[src/rtl/exe_muldiv_unit.sv]
`default_nettype none
// ============================================================================
// Module   : exe_muldiv_unit
// Brief    : Iterative MULT/MULTU/DIV/DIVU engine owning the HI/LO registers,
//            with a pipeline stall interlock while an operation is in flight.
// Revision : 1.0 - initial release
// ============================================================================
module exe_muldiv_unit #(
    parameter int WIDTH = 32,
    parameter int CNT_W = 6
) (
    input  logic             clk,
    input  logic             rst,
    input  logic             start,
    input  logic [1:0]       op,
    input  logic [WIDTH-1:0] srcA,
    input  logic [WIDTH-1:0] srcB,
    input  logic             flush,
    input  logic             hiWrEn,
    input  logic             loWrEn,
    input  logic [WIDTH-1:0] wrData,
    input  logic             hiLoRead,
    output logic [WIDTH-1:0] hiOut,
    output logic [WIDTH-1:0] loOut,
    output logic             busy,
    output logic             done,
    output logic             stall
);

    typedef enum logic [1:0] {
        S_IDLE = 2'd0,
        S_RUN  = 2'd1,
        S_FIN  = 2'd2
    } state_t;

    state_t               r_state;
    state_t               w_next;
    logic [CNT_W-1:0]     r_cnt;
    logic [2*WIDTH-1:0]   r_acc;
    logic [WIDTH:0]       r_rem;
    logic [WIDTH-1:0]     r_opB;
    logic                 r_resNeg;
    logic                 r_remNeg;
    logic                 r_isDiv;
    logic                 r_divZero;
    logic [WIDTH-1:0]     r_hi;
    logic [WIDTH-1:0]     r_lo;
    logic                 r_done;

    logic                 w_signed;
    logic [WIDTH-1:0]     w_absA;
    logic [WIDTH-1:0]     w_absB;
    logic                 w_last;
    logic [WIDTH:0]       w_mulSum;
    logic [WIDTH:0]       w_divShift;
    logic [WIDTH:0]       w_divDiff;
    logic                 w_divQbit;
    logic [2*WIDTH-1:0]   w_prod;
    logic [WIDTH-1:0]     w_quo;
    logic [WIDTH-1:0]     w_remFix;

    assign w_signed = ~op[0];
    assign w_absA   = (w_signed && srcA[WIDTH-1]) ? -srcA : srcA;
    assign w_absB   = (w_signed && srcB[WIDTH-1]) ? -srcB : srcB;
    assign w_last   = (r_cnt == CNT_W'(WIDTH - 1));

    // Multiply: multiplier sits in the low half and shifts out LSB-first while
    // partial sums (with carry) enter from the top.
    assign w_mulSum = {1'b0, r_acc[2*WIDTH-1:WIDTH]} + (r_acc[0] ? {1'b0, r_opB} : '0);

    // Divide: dividend bits shift out of the acc MSB into the remainder while
    // quotient bits enter at the LSB; bit WIDTH of the difference is the borrow.
    assign w_divShift = {r_rem[WIDTH-1:0], r_acc[WIDTH-1]};
    assign w_divDiff  = w_divShift - {1'b0, r_opB};
    assign w_divQbit  = ~w_divDiff[WIDTH];

    assign w_prod   = r_resNeg ? -r_acc : r_acc;
    assign w_quo    = r_divZero ? '1 : (r_resNeg ? -r_acc[WIDTH-1:0] : r_acc[WIDTH-1:0]);
    assign w_remFix = r_remNeg ? -r_rem[WIDTH-1:0] : r_rem[WIDTH-1:0];

    always_comb begin
        w_next = r_state;
        case (r_state)
            S_IDLE: if (start && !flush) w_next = S_RUN;
            S_RUN: begin
                if (flush)       w_next = S_IDLE;
                else if (w_last) w_next = S_FIN;
            end
            S_FIN:   w_next = S_IDLE;
            default: w_next = S_IDLE;
        endcase
    end

    always_ff @(posedge clk) begin
        if (rst) begin
            r_state   <= S_IDLE;
            r_cnt     <= '0;
            r_acc     <= '0;
            r_rem     <= '0;
            r_opB     <= '0;
            r_resNeg  <= 1'b0;
            r_remNeg  <= 1'b0;
            r_isDiv   <= 1'b0;
            r_divZero <= 1'b0;
            r_hi      <= '0;
            r_lo      <= '0;
            r_done    <= 1'b0;
        end else begin
            r_state <= w_next;
            r_done  <= 1'b0;
            case (r_state)
                S_IDLE: begin
                    if (!flush && start) begin
                        r_cnt     <= '0;
                        r_rem     <= '0;
                        r_acc     <= {{WIDTH{1'b0}}, (op[1] ? w_absA : w_absB)};
                        r_opB     <= op[1] ? w_absB : w_absA;
                        r_resNeg  <= w_signed & (srcA[WIDTH-1] ^ srcB[WIDTH-1]);
                        r_remNeg  <= w_signed & srcA[WIDTH-1];
                        r_isDiv   <= op[1];
                        r_divZero <= op[1] & (srcB == '0);
                    end else if (!flush) begin
                        if (hiWrEn) r_hi <= wrData;
                        if (loWrEn) r_lo <= wrData;
                    end
                end
                S_RUN: begin
                    if (!flush) begin
                        r_cnt <= r_cnt + CNT_W'(1);
                        if (r_isDiv) begin
                            r_rem <= w_divQbit ? w_divDiff : w_divShift;
                            r_acc <= {r_acc[2*WIDTH-1:WIDTH], r_acc[WIDTH-2:0], w_divQbit};
                        end else begin
                            r_acc <= {w_mulSum, r_acc[WIDTH-1:1]};
                        end
                    end
                end
                S_FIN: begin
                    if (!flush) begin
                        r_done <= 1'b1;
                        if (r_isDiv) begin
                            r_hi <= w_remFix;
                            r_lo <= w_quo;
                        end else begin
                            r_hi <= w_prod[2*WIDTH-1:WIDTH];
                            r_lo <= w_prod[WIDTH-1:0];
                        end
                    end
                end
                default: ;
            endcase
        end
    end

    assign hiOut = r_hi;
    assign loOut = r_lo;
    assign busy  = (r_state != S_IDLE);
    assign done  = r_done;
    assign stall = busy & (start | hiLoRead | hiWrEn | loWrEn);

endmodule
`default_nettype wire
[config.mk]
export PLATFORM = sky130hd
export DESIGN_NAME = exe_muldiv_unit
export DESIGN_NICKNAME = d
export VERILOG_FILES = /design/src/rtl/exe_muldiv_unit.sv
export SDC_FILE = /design/constraint.sdc
export NUM_CORES = 1
export LEC_CHECK = 0
export CAP_MARGIN = 20
export CORE_MARGIN = 4
export CORE_UTILIZATION = 41
export CTS_BUF_LIST = sky130_fd_sc_hd__clkbuf_4 sky130_fd_sc_hd__clkbuf_8
export CTS_CLUSTER_SIZE = 14
export DETAILED_ROUTE_END_ITERATION = 16
export PLACE_DENSITY = 0.7
export SETUP_SLACK_MARGIN = 0.1
export SYNTH_ARGS = -nofsm -noshare
export SYNTH_HDL_FRONTEND = slang
export SYNTH_SLANG_ARGS = --single-unit
[constraint.sdc]
create_clock -name clk -period 4.2 [get_ports clk]
set_clock_uncertainty 0.05 [all_clocks]
set_input_delay 0.84 -clock clk [delete_from_list [all_inputs] [get_ports clk]]
set_output_delay 0.84 -clock clk [all_outputs]
set_load 0.1 [all_outputs]
==> flow_metrics.py <==
metrics = {
    "clock_tree": {
        "cts_tree": "done",
        "post-cts-setup-buffer-count": 0,
        "cts_max_path_buffers": 3,
        "htree_levels": 2,
        "clockRootBuffer": "sky130_fd_sc_hd__clkbuf_8",
        "clkSinkCount": 205,
        "cts_made_buffers": 38,
        "clkSlewWorstSetupHoldPaths_ns": 0.06,
        "ctsHoldBuffers": 0,
        "cts-resized-gates": 0,
        "worst_skew_pair_latency_ns": 0.56,
    },
    "logic_synthesis": {
        "synth_ff_type": "sky130_fd_sc_hd__dfxtp_1",
        "syn_area_um2": 16300,
        "yosys_warnings": 0,
        "post_synth_inst_count": 2226,
        "synth.top_cells.by_count": "sky130_fd_sc_hd__nand2_1 (257), sky130_fd_sc_hd__nor2_1 (244), sky130_fd_sc_hd__dfxtp_1 (205), sky130_fd_sc_hd__a21oi_1 (186), sky130_fd_sc_hd__o21ai_0 (167)",
        "synth_edf_count": 0,
        "synth_top_cells_by_area": "sky130_fd_sc_hd__dfxtp_1 (25%), sky130_fd_sc_hd__nand2_1 (5.9%), sky130_fd_sc_hd__xnor2_1 (5.8%)",
        "synth_top_area_share_pct": 25.2,
        "avgSynthCellArea_um2": 7.31,
        "yosys.cell_count.top_type": "sky130_fd_sc_hd__nand2_1",
        "synthesis.nets": 2402,
        "synth.distinct_cells": 79,
        "ys_seq_area_share_pct": 25.2,
        "synth_async_sr_flop_share_pct": 0,
        "synth.ff_latch_count": 205,
        "synth_area_leader_cell": "sky130_fd_sc_hd__dfxtp_1",
    },
    "power_and_ir_drop": {
        "power.switching_w": 0.00188,
        "power.internal_w": 0.00365,
        "switching_part_of_the_total_pct": 34.0,
        "seqPwrFrac_pct": 37.9,
        "clockPowerShare_pct": 36.1,
        "power_frac_comb_pct": 26.0,
        "max-vdd-ir-drop_v": 0.000168,
        "leakage_nw": 7.40,
        "power.density_cell_area_nw_per_um2": 287,
    },
    "placement": {
        "gpl.final_weighted_congestion": 0.991,
        "dp.cells": 2814,
        "dp_hpwl_um": 46400,
        "post_placement_worst_setup_slack_ns": 0.281,
        "postPlaceCellArea_um2": 18500,
        "port_buffers": 171,
    },
    "critical_path": {
        "r2r-start": "r_acc[20]",
        "cp_data_arrival_time_ns": 4.13,
        "reg2reg_slack_ns": 0.46,
        "worst_setup_sp": "r_acc[20]",
        "criticalPathCategory": "reg2reg",
        "cp_cell_sequence": "or4_1 -> nor4_1 -> buf_4 -> nand4b_1 -> nand2b_1 -> buf_4 -> o41ai_1 -> xor2_1 -> mux2i_1 -> nand2_1 -> a311oi_1",
        "worst_setup_path_start_kind": "flop",
        "worst-path-max-fanout": 10,
        "critPathRequiredTime_ns": 4.59,
        "critical-path-slowest-cell": "sky130_fd_sc_hd__or4_1",
        "worst_setup_path_end_kind": "flop",
        "crit_top_cell": "sky130_fd_sc_hd__buf_4",
        "critPathMaxStageDelay_ns": 0.73,
    },
    "timing": {
        "fin_setup_tns_ns": 0,
        "worst_pin_slew_ns": 1.09,
        "post-route-min-period_ns": 3.74,
        "setup_viol": 0,
        "report.final.hold_viol_count": 0,
        "max_freq_mhz": 267,
        "final_min_period_over_clock_period_pct": 89.1,
        "finalMaxSlewViolations": 0,
        "postLayoutSetupSlackWorst_ns": 0.458,
        "rsz0062_at_grt": "no",
        "slew-limit-headroom_pct": 27.3,
    },
    "finish": {
        "nNetsFinal": 2512,
        "layout-area-overhead-vs-synth_pct": 18.3,
        "post-route-cell-area_um2": 19300,
        "layout.cells.non_filler": 2880,
        "post_route_cells_drive_above_1_share_pct": 6.78,
    },
    "hold_path": {
        "min-delay-start": "loOut[5]",
        "worstHoldPathType": "reg2reg",
    },
    "route": {
        "routed-via-count": 17500,
        "vias_per_cell": 6.06,
        "drc_errors": 0,
        "routed_wl_um": 60500,
        "routedWlPerCell_um": 21.0,
        "firstDrtPassIters": 5,
        "drt-initial-drc-count": 1882,
        "ant_nets": 0,
    },
    "floorplanning": {
        "core_area_um2": 38900,
        "start_util_pct": 41.8,
        "die_height_um": 207,
        "core.rowCount": 72,
        "floorplan.io_pins": 172,
        "dieArea_um2": 43000,
        "die_width_um": 207,
    },
    "global_routing": {
        "grt_pass1_vias": 16200,
        "grt_pass1_wl_um": 93400,
        "number_of_antenna_violations_at_the_first_check_in_global_routing": 0,
        "grt.overflow.total": 0,
        "track_usage_pct": 26.6,
        "grt_max_degree": 155,
    },
    "outcome": {
        "run_status": "finished, final reports clean",
    },
    "job": {
        "drv_cap": 0,
    },
}
## area by class of cell
cell class | count | area [um^2]
clock inverter | 3 | 15.0
antenna | 1 | 2.50
clock buffer | 62 | 747
multi-input combinational | 1795 | 11300
fill | 3846 | 19700
tap | 518 | 648
inverter | 71 | 267
timing repair buffer | 225 | 2140
sequential | 205 | 4110
## per-layer routing
layer  vias to the layer above  GRT usage [%]  part of all wire [%]  routed length, um
li1                       8277              -                     -                  -
met1                      8250           38.1                    44              26800
met2                       834           40.7                    43              26000
met3                       105           5.61                    10               6040
met4                         0           7.23                   2.8               1680
met5                         -              0                     0                  0
## cell usage in the layout (no fill, tap or decap), types with 31 or more instances in the layout
| cell type | count |
|---|---|
| sky130_fd_sc_hd__buf_4 | 54 |
| sky130_fd_sc_hd__inv_1 | 70 |
| sky130_fd_sc_hd__a21o_1 | 38 |
| sky130_fd_sc_hd__o221ai_1 | 41 |
| sky130_fd_sc_hd__nor3_1 | 55 |
| sky130_fd_sc_hd__clkdlybuf4s50_1 | 167 |
| sky130_fd_sc_hd__dfxtp_1 | 203 |
| sky130_fd_sc_hd__mux2i_1 | 72 |
| sky130_fd_sc_hd__xor2_1 | 81 |
| sky130_fd_sc_hd__nor2_1 | 244 |
| sky130_fd_sc_hd__ha_1 | 69 |
| sky130_fd_sc_hd__o21ai_0 | 167 |
| sky130_fd_sc_hd__xnor2_1 | 107 |
| sky130_fd_sc_hd__clkbuf_8 | 45 |
| sky130_fd_sc_hd__o31ai_1 | 31 |
| sky130_fd_sc_hd__nand3_1 | 32 |
| sky130_fd_sc_hd__a21oi_1 | 185 |
| sky130_fd_sc_hd__nand2_1 | 257 |
| sky130_fd_sc_hd__a211oi_1 | 52 |
## cells by family (layout without fill, tap and decap cells)
kind of cell	Yosys count	count (layout)	share of synthesized area (%)
and+or+nand+nor	755	755	21.3
AOI/OAI and AO/OA	707	707	27.9
buffers and inverters	226	361	5.35
DFF	205	205	25.2
xor gates and xnor gates	189	189	10.2
muxes	73	73	4.50
adders and majority gates	71	71	5.55
other	0	1	0
## sequential cells by signal, summed over array words and instances, names as in the netlist
register and flops:
r_divZero 1, r_isDiv 1, r_state 2, r_acc 64, r_opB 32, r_rem 32
loOut 32, r_cnt 6, r_resNeg 1, hiOut 32, done 1, r_remNeg 1
## critical path, delay by kind of cell (launching register included)
kind                      cells  cell delay (ns)
xor gates and xnor gates      1             0.12
and+or+nand+nor               5             1.79
DFF                           1             0.31
muxes                         1             0.30
AOI/OAI and AO/OA             2             0.60
buffers and inverters         2             0.47
## power by group through the flow
| stage | clock [W] | combinational, W | sequential, W |
|---|---|---|---|
| after CTS | 0.00203 | 0.00141 | 0.00209 |
| after detailed placement | 0 | 0.00140 | 0.00213 |
| after floorplan | 0 | 0.000775 | 0.00228 |
| final | 0.00199 | 0.00143 | 0.00210 |
| after global routing | 0.00212 | 0.00153 | 0.00210 |
| after global placement | 0 | 0.00139 | 0.00213 |
## through the flow
| stage | hold slack, ns | util (%) | total power, W |
|---|---|---|---|
| finish | 0.402 | 49.5 | 0.00552 |
| detailed placement | 0.394 | 47.5 | 0.00354 |
| floorplan | 0.382 | - | 0.00305 |
| global placement | 0.392 | 47.5 | 0.00352 |
| CTS | 0.401 | 49.5 | 0.00553 |
| global route | 0.415 | 49.5 | 0.00575 |
## path summary, 6_finish.rpt
kind | endpoint | cells past startpoint
worst min register to register | loOut[5] | 2
worst max register to register | hiOut[12] | 11
worst min-delay path | loOut[5] | 2
worst max-delay path | hiOut[12] | 11
Power figures use the tool's default switching activity.
